**config.mk**
```make
export PLATFORM = sky130hd
export DESIGN_NAME = sram_port_arbiter
export DESIGN_NICKNAME = d
export VERILOG_FILES = /design/src/rtl/sram_port_arbiter.sv
export SDC_FILE = /design/constraint.sdc
export NUM_CORES = 1
export LEC_CHECK = 0
export ABC_AREA = 1
export CAP_MARGIN = 40
export CORE_MARGIN = 1.5
export CORE_UTILIZATION = 23
export CTS_BUF_LIST = sky130_fd_sc_hd__clkbuf_16
export DETAILED_ROUTE_END_ITERATION = 8
export PLACE_DENSITY = 0.77
export SYNTH_ARGS = -nofsm -noshare
export SYNTH_HDL_FRONTEND = slang
export SYNTH_SLANG_ARGS = --single-unit
```
**constraint.sdc**
```tcl
create_clock -name clk -period 1.8 [get_ports clk]
set_clock_uncertainty 0.15 [all_clocks]
set_input_delay 0.27 -clock clk [delete_from_list [all_inputs] [get_ports clk]]
set_output_delay 0.27 -clock clk [all_outputs]
set_load 0.01 [all_outputs]
```
**src/rtl/sram_port_arbiter.sv**
```systemverilog
`default_nettype none
// ============================================================================
// Module   : sram_port_arbiter
// Purpose  : Shares sram port a between two masters (m0 = CPU data,
//            m1 = DMA/loader) with round-robin arbitration and an optional
//            per-master lock that keeps ownership across multi-word bursts.
//            Read data returns one cycle after the grant, tagged to the
//            master that was granted.
// Ports    : clk, rst                    - clock, synchronous active-high reset
//            mX_req/we/lock/addr/wdata   - master X request side (X = 0, 1)
//            mX_gnt                      - access performed this cycle
//            mX_rvalid/rdata             - read response, one cycle after grant
//            sram_addr/wdata/we          - to sram port a
//            sram_rdata                  - from sram port a (one-cycle latency)
// Revision : 1.0  initial release
// ============================================================================
module sram_port_arbiter #(
   parameter int WIDTH      = 32,
   parameter int ADDR_WIDTH = 8
) (
   input  logic                  clk,
   input  logic                  rst,
   input  logic                  m0_req,
   input  logic                  m0_we,
   input  logic                  m0_lock,
   input  logic [ADDR_WIDTH-1:0] m0_addr,
   input  logic [WIDTH-1:0]      m0_wdata,
   output logic                  m0_gnt,
   output logic                  m0_rvalid,
   output logic [WIDTH-1:0]      m0_rdata,
   input  logic                  m1_req,
   input  logic                  m1_we,
   input  logic                  m1_lock,
   input  logic [ADDR_WIDTH-1:0] m1_addr,
   input  logic [WIDTH-1:0]      m1_wdata,
   output logic                  m1_gnt,
   output logic                  m1_rvalid,
   output logic [WIDTH-1:0]      m1_rdata,
   output logic [ADDR_WIDTH-1:0] sram_addr,
   output logic [WIDTH-1:0]      sram_wdata,
   output logic                  sram_we,
   input  logic [WIDTH-1:0]      sram_rdata
);

   typedef enum logic [1:0] {
      FREE = 2'd0,
      OWN0 = 2'd1,
      OWN1 = 2'd2
   } state_t;

   state_t                  state_q, state_d;
   logic                    rr_last_q, rr_last_d;   // last granted master
   logic [1:0]              rd_tag_q, rd_tag_d;     // one-hot read pending
   logic [ADDR_WIDTH-1:0]   addr_q;                 // last driven sram address

   logic                    w_gnt0, w_gnt1;

   // Grant decode. Reset overrides everything so no access leaks out while
   // rst is held.
   always_comb begin
      w_gnt0 = 1'b0;
      w_gnt1 = 1'b0;
      if (!rst) begin
         case (state_q)
            OWN0:    w_gnt0 = m0_req;
            OWN1:    w_gnt1 = m1_req;
            default: begin
               if (m0_req && m1_req) begin
                  // Contest: the master that did not win last time goes.
                  w_gnt0 = rr_last_q;
                  w_gnt1 = ~rr_last_q;
               end else begin
                  w_gnt0 = m0_req;
                  w_gnt1 = m1_req;
               end
            end
         endcase
      end
   end

   // Next-state: a grant decides ownership from the granted master's lock;
   // an idle owner keeps or releases ownership via its own lock.
   always_comb begin
      state_d   = state_q;
      rr_last_d = rr_last_q;
      rd_tag_d  = {w_gnt1 & ~m1_we, w_gnt0 & ~m0_we};
      if (w_gnt0) begin
         state_d   = m0_lock ? OWN0 : FREE;
         rr_last_d = 1'b0;
      end else if (w_gnt1) begin
         state_d   = m1_lock ? OWN1 : FREE;
         rr_last_d = 1'b1;
      end else begin
         case (state_q)
            OWN0:    if (!m0_lock) state_d = FREE;
            OWN1:    if (!m1_lock) state_d = FREE;
            default: state_d = FREE;
         endcase
      end
   end

   always_ff @(posedge clk) begin
      if (rst) begin
         state_q   <= FREE;
         rr_last_q <= 1'b1;
         rd_tag_q  <= 2'b00;
         addr_q    <= '0;
      end else begin
         state_q   <= state_d;
         rr_last_q <= rr_last_d;
         rd_tag_q  <= rd_tag_d;
         addr_q    <= sram_addr;
      end
   end

   // Port a mux. With no grant the address is held so the sram sees a stable
   // bus; write data is zeroed.
   always_comb begin
      sram_addr  = addr_q;
      sram_wdata = '0;
      if (w_gnt0) begin
         sram_addr  = m0_addr;
         sram_wdata = m0_wdata;
      end else if (w_gnt1) begin
         sram_addr  = m1_addr;
         sram_wdata = m1_wdata;
      end
   end

   assign sram_we   = (w_gnt0 & m0_we) | (w_gnt1 & m1_we);
   assign m0_gnt    = w_gnt0;
   assign m1_gnt    = w_gnt1;
   assign m0_rvalid = rd_tag_q[0] & ~rst;
   assign m1_rvalid = rd_tag_q[1] & ~rst;
   assign m0_rdata  = sram_rdata;
   assign m1_rdata  = sram_rdata;

endmodule
`default_nettype wire

```
==> results.md, run 1 <==
- Grt ovf: 0
- Fin cells: 504
- Clock Tree Root: clkbuf_16
- Global-route wire length before repair: 10400 microns
- Met2 Use GR: 0.329
- Critical Path Stages: 10
- Sequential area share after synthesis: 0.153
- Finished Cell Area: 0.00362 sq mm
- Global Route met1 Usage: 0.180
- Slowest-stage cell, CP: dfxtp_2
- Die area: 0.00790 sq mm
- H-tree depth: 1
- CP endpoint: sram_wdata[6]
- Fraction of layout cells with a size suffix above 1: 0.496
- Crit path DAT: 1850 ps
- Cells after DPL: 465
- Yosys cell types: 18
- CTS hold repair buffers: 0
- Tmin final: 2270 ps
- Vias in the first global route: 2205
- Final Util: 0.504
- Initial drt markers: 53
- Clock transition at path regs: 40 ps
- CP peak stage delay: 330 ps
- Mapped Cells: 285
- Post-Synthesis Cell Area: 0.00170 sq mm
- Maximum resistive drop on vdd: 0.494 mV
- Worst r2r src: state_q[0]
- Clk sink count: 13
- RePlAce Congestion: 0.802
- Setup violations, final: 50
- Pwr Density: 518 mW/mm^2
- Maximum clock insertion buffer count: 2
- Worst-margin pin slew: 252 ps
- Pre-CTS setup slack: -733 ps
- Failing checks: setup timing
- Row count: 31
- Fin. Hold Viols: 0
- IO Count: 229
- Met3 Use GR: 0.0382
- Worst hold path type: reg2reg
- Cells along the critical path: inv_2 > ha_4 > or2_4 > nand3_4 > buf_4 > inv_4 > buf_6 > nand2_1 > nand2_2 > clkdlybuf4s15_2
- HPWL Detailed: 4940 microns
- Yosys reg bits: 13
- CTS tree: built
- RSZ-0062 raised after global routing: true
- Total routed wirelength: 7400 microns
- Antenna violation net count after detailed routing: 0
- Antenna fix cells: 0
- Buffers & Inverters on Critical Path: 5
- Final Total Pwr: 1.88 mW
- Area growth from synthesis to layout: 113%
- Drt wl/cell: 14.7 microns
- MaxCap Viol Count: 0
- Final nets: 528
- Fmax: 441 MHz
- Fin. max-slew vios: 0
- Final hold slack: 356 ps
- TNS Setup: -18950 ps
- Critical Path End Type: primary output
- Pleak: 1.69 nW
- Largest net degree at the start of global routing: 19
- Total core area: 0.00718 sq mm
- WP data required: 1380 ps
- Cts bufs inserted: 3
- Initial antenna violation count: 0
- Setup crit start: state_q[0]
- Min-delay src: state_q[1]
- Busiest grt layer: met2
- Synth Area per Inst: 5.95 sq um
- FF-to-FF setup slack: -430 ps
- Clock Latency Late Sink: 250 ps
- Via/cell ratio: 4.43
- DR pass1 iterations: 4
- Height of the die: 88.9 microns
- Maximum fanout along the worst path: 7
- Initial Util: 0.236
- Synth warnings: 0
- Worst slew margin: 0.831
- Top Family by Delay on Critical Path: buffers and inverters
- Drc violations: 0
- FF-to-FF End: addr_q[4]
- GRT Util Overall: 0.174
- Critical path class: reg2out
- Final Cycle Share: 1.26
- Reg2reg path depth: 16
- Port bufs: 132
- Critical path startpoint category: flip-flop
- DIE WIDTH: 88.9 microns
- Vias: 2233
- Status: finished with violations
- Final WS setup: -466 ps
- Synthesized Nets: 407
- Placed instance area: 0.00294 sq mm
registers in the layout, summed over array words and instances, names as in the netlist:
signal	count
rd_tag_q	2
rr_last_q	1
state_q	2
addr_q	8
timing repair:
item / CTS / global route
cloned: 6 / 0
gates resized for setup: 269 / 27
pin swaps: 43 / 25
buffers inserted: 40 / 2
setup endpoints to repair: 49 / 57
cell usage after synthesis (all sizes together):
master  number  area [sq um]
nand3       46           245
ha           2          25.0
inv         18          67.6
nand2       93           352
or2          9          56.3
dfxtp       13           260
nor2        15          56.3
o21ai        1          5.00
buf         76           561
nor3         1          5.00
nand4        9          56.3
clkbuf       2          7.51
worst min-delay path by stage:
stage / end / slack (ps) / cells past startpoint
finish: state_q[1] / 360 / 2
global route: state_q[1] / 390 / 2
CTS: state_q[1] / 360 / 2
detailed placement: state_q[1] / 380 / 2
global placement: state_q[1] / 360 / 2
floorplan: rd_tag_q[0] / 190 / 1
tightest hold or removal path: cells and delay by family (launching register included):
family | cells | cell delay (ps)
AO/OA/AOI/OAI | 1 | 60
flip-flops | 1 | 330
AND/OR/NAND/NOR | 1 | 60
layout by cell type (no fill, tap or decap), types with 2 or more instances in the layout:
cell type,n
buf_12,5
buf_16,3
buf_2,12
buf_4,37
buf_6,46
clkbuf_16,3
clkbuf_2,2
clkdlybuf4s15_2,2
clkdlybuf4s50_1,87
dfxtp_1,11
dfxtp_2,2
inv_1,16
inv_4,2
nand2_1,53
nand2_2,39
nand3_1,14
nand3_2,26
nand3_4,6
nand4_1,9
nor2_1,9
nor2_2,6
or2_0,2
or2_4,6
routing by layer:
metal / up-vias / routed length (microns)
li1: 1076 / -
met1: 1004 / 2540
met2: 123 / 3960
met3: 30 / 678
met4: 0 / 221
met5: - / 0
power breakdown:
| group | switching, mW | internal [mW] | total, mW |
|---|---|---|---|
| Clock | 0.127 | 0.293 | 0.420 |
| Sequential | 0.0113 | 0.315 | 0.327 |
| Combinational | 0.460 | 0.668 | 1.13 |
kinds of logic after synthesis:
family,synth area share
AOI/OAI and AO/OA,0.00295
adders and majority gates,0.0147
buffers and inverters,0.375
DFF,0.153
and+or+nand+nor,0.454
final cells by class:
class	count	area, sq um
fillers	663	3560
well taps	99	124
clock inverters	1	3.75
inverters	18	72.6
flip-flops and latches	13	263
clock buffers	3	75.1
multi-input cells	176	1140
repair buffers	194	1940
(Power assumes the default switching activity.)
==> inputs of run 2 (changes only) <==
- CORE_AREA: not set -> 2 2 88 90
- CORE_MARGIN: 1.5 -> not set
- CORE_UTILIZATION: 23 -> not set
- DIE_AREA: not set -> 0 0 90 92
- DONT_BUFFER_PORTS: not set -> 1
- MAX_ROUTING_LAYER: not set -> met4
- PLACE_DENSITY: 0.77 -> 0.35
==> run 2 against run 1 <==
Critical path depth is 1 lower. Global-route usage is 5.5 points lower. Flip-flop and latch count stayed put. Largest cell class is now multi-input gates. Count of clock-buffer cells in the layout stayed put. The run still ends with setup timing left. Via count is 29% lower. Sequential share of layout area is 4.9 points higher. Worst setup slack better by 170 ps. First-iteration DRC count is 17% lower. Non-clock buffer count is 148 lower. Cell count is 29% lower.
==> results.md, run 2 (synthesis results as in run 1) <==
- HPWL Detailed: 3930 microns
- CTS tree: built
- Port bufs: 0
- Setup crit start: state_q[0]
- Global-route wire length before repair: 7740 microns
- Combinational Power Share: 0.469
- H-tree depth: 1
- Sequential power share: 0.235
- MaxCap Viol Count: 0
- Fraction of layout cells with a size suffix above 1: 0.568
- Commonest non-fill, non-tap cell in the layout: nand2_2
- Maximum clock insertion buffer count: 2
- Pleak: 0.999 nW
- Final Cycle Share: 1.17
- TNS Setup: -12160 ps
- Initial drt markers: 44
- Clock Tree Root: clkbuf_16
- Initial Util: 0.228
- Vias: 1591
- Final Util: 0.290
- Total routed wirelength: 5410 microns
- Worst r2r src: state_q[0]
- Min-delay src: rst
- Initial antenna violation count: 0
- NetSw: 0.472 mW
- Setup violations, final: 47
- Fin cells: 359
- RePlAce Congestion: 0.684
- Internal: 0.915 mW
- Finished Cell Area: 0.00216 sq mm
- Drt wl/cell: 15.1 microns
- Slowest-stage cell, CP: dfxtp_2
- Maximum resistive drop on vdd: 0.399 mV
- Failing checks: setup timing
- Reg2reg path depth: 12
- Final Total Pwr: 1.39 mW
- Row count: 32
- Vias in the first global route: 1446
- Cells along the critical path: inv_2 > ha_4 > or2_4 > nand3_4 > buf_6 > inv_6 > buf_12 > nand2_1 > nand2_2
- Critical Path End Type: primary output
- WP data required: 1380 ps
- CP peak stage delay: 330 ps
- Final nets: 380
- # fillers: 853
- Status: finished with violations
- Pwr Density: 642 mW/mm^2
- Most frequent cells in the layout: nand2_2 (62), nand3_1 (31), nand2_1 (29)
- Largest net degree at the start of global routing: 22
- Total core area: 0.00745 sq mm
- Area growth from synthesis to layout: 27.4%
- Placed instance area: 0.00162 sq mm
- Crit path DAT: 1680 ps
- Clk sink count: 13
- Grt ovf: 0
- Height of the die: 92 microns
- Maximum fanout along the worst path: 13
- Drc violations: 0
- Cells after DPL: 338
- Final WS setup: -297 ps
- Fmax: 477 MHz
- DIE WIDTH: 90 microns
- Top flop regs: addr_q x8, rd_tag_q x2, state_q x2
- Fin. Hold Viols: 0
- DR pass1 iterations: 4
- Critical path startpoint category: flip-flop
- IO Count: 229
- Via/cell ratio: 4.43
- Antenna violation net count after detailed routing: 0
- Max FFs per register: 8
- CP endpoint: sram_wdata[8]
- Worst hold path type: in2reg
- Worst-margin pin slew: 344 ps
- Cts bufs inserted: 3
- Tmin final: 2100 ps
- RSZ-0062 raised after global routing: true
- Sw Ratio: 0.340
- Clock Latency Late Sink: 240 ps
- Top Family by Delay on Critical Path: simple AND/OR/NAND/NOR gates
- Antenna fix cells: 0
- Fin. max-slew vios: 0
- Die area: 0.00828 sq mm
- Clk network pwr share: 0.296
- Worst slew margin: 0.770
- Critical path class: reg2out
- Clock transition at path regs: 50 ps
- Critical Path Stages: 9
- Buffers & Inverters on Critical Path: 4
- GRT Util Overall: 0.119
- FF-to-FF setup slack: -170 ps
- Reg with most FFs: addr_q
- FF-to-FF End: addr_q[4]
## run 2: layout make-up
cell class              instances  area (sq um)  share of cell area
well taps                     102           128              0.0591
clock inverters                 1          3.75             0.00174
clock buffers                   3          75.1              0.0347
flip-flops and latches         13           263               0.122
multi-input cells             176          1070               0.494
inverters                      18          85.1              0.0394
repair buffers                 46           538               0.249
## run 2: what timing repair did
action                     in CTS  in global routing
setup endpoints to repair      46                 51
cloned                          3                  3
resized for setup              41                 42
setup buffers                   7                  3
hold endpoints to repair       10                  0
hold buffers                    3                  0
pin swaps                       7                 15
## run 2: how the worst min path moves through the flow
| stage | endpoint | slack, ps | cells past startpoint |
|---|---|---|---|
| 5_1_grt | rr_last_q | 30 | 2 |
| 2_1_floorplan | rd_tag_q[0] | 190 | 1 |
| 3_5_place_dp | addr_q[6] | 190 | 1 |
| 4_1_cts | rr_last_q | 30 | 2 |
| 3_3_place_gp | rd_tag_q[1] | 190 | 1 |
| 6_report | rr_last_q | 30 | 2 |
## run 2: stage by stage
step | hold slack, ps | setup WS [ps]
finish | 26.1 | -297
CTS | 27.8 | -338
detailed placement | 194 | -151
global route | 28.9 | -386
global placement | 193 | -126
floorplan | 192 | -12.4
## run 2: power by group through the flow
stage               registers, mW  clock network, mW  logic [mW]
floorplan                   0.327                  0       0.459
global placement            0.328                  0       0.473
detailed placement          0.328                  0       0.473
CTS                         0.324              0.423       0.573
global route                0.329              0.433       0.707
finish                      0.326              0.410       0.651
## run 2: layer usage
metal	global-route usage	up-vias	wire, microns	share of wire
li1	-	774	-	-
met1	0.127	702	2110	0.39
met5	-	-	0	0
met4	0.0397	0	99	0.018
met2	0.207	98	2680	0.50
met3	0.0386	17	525	0.097
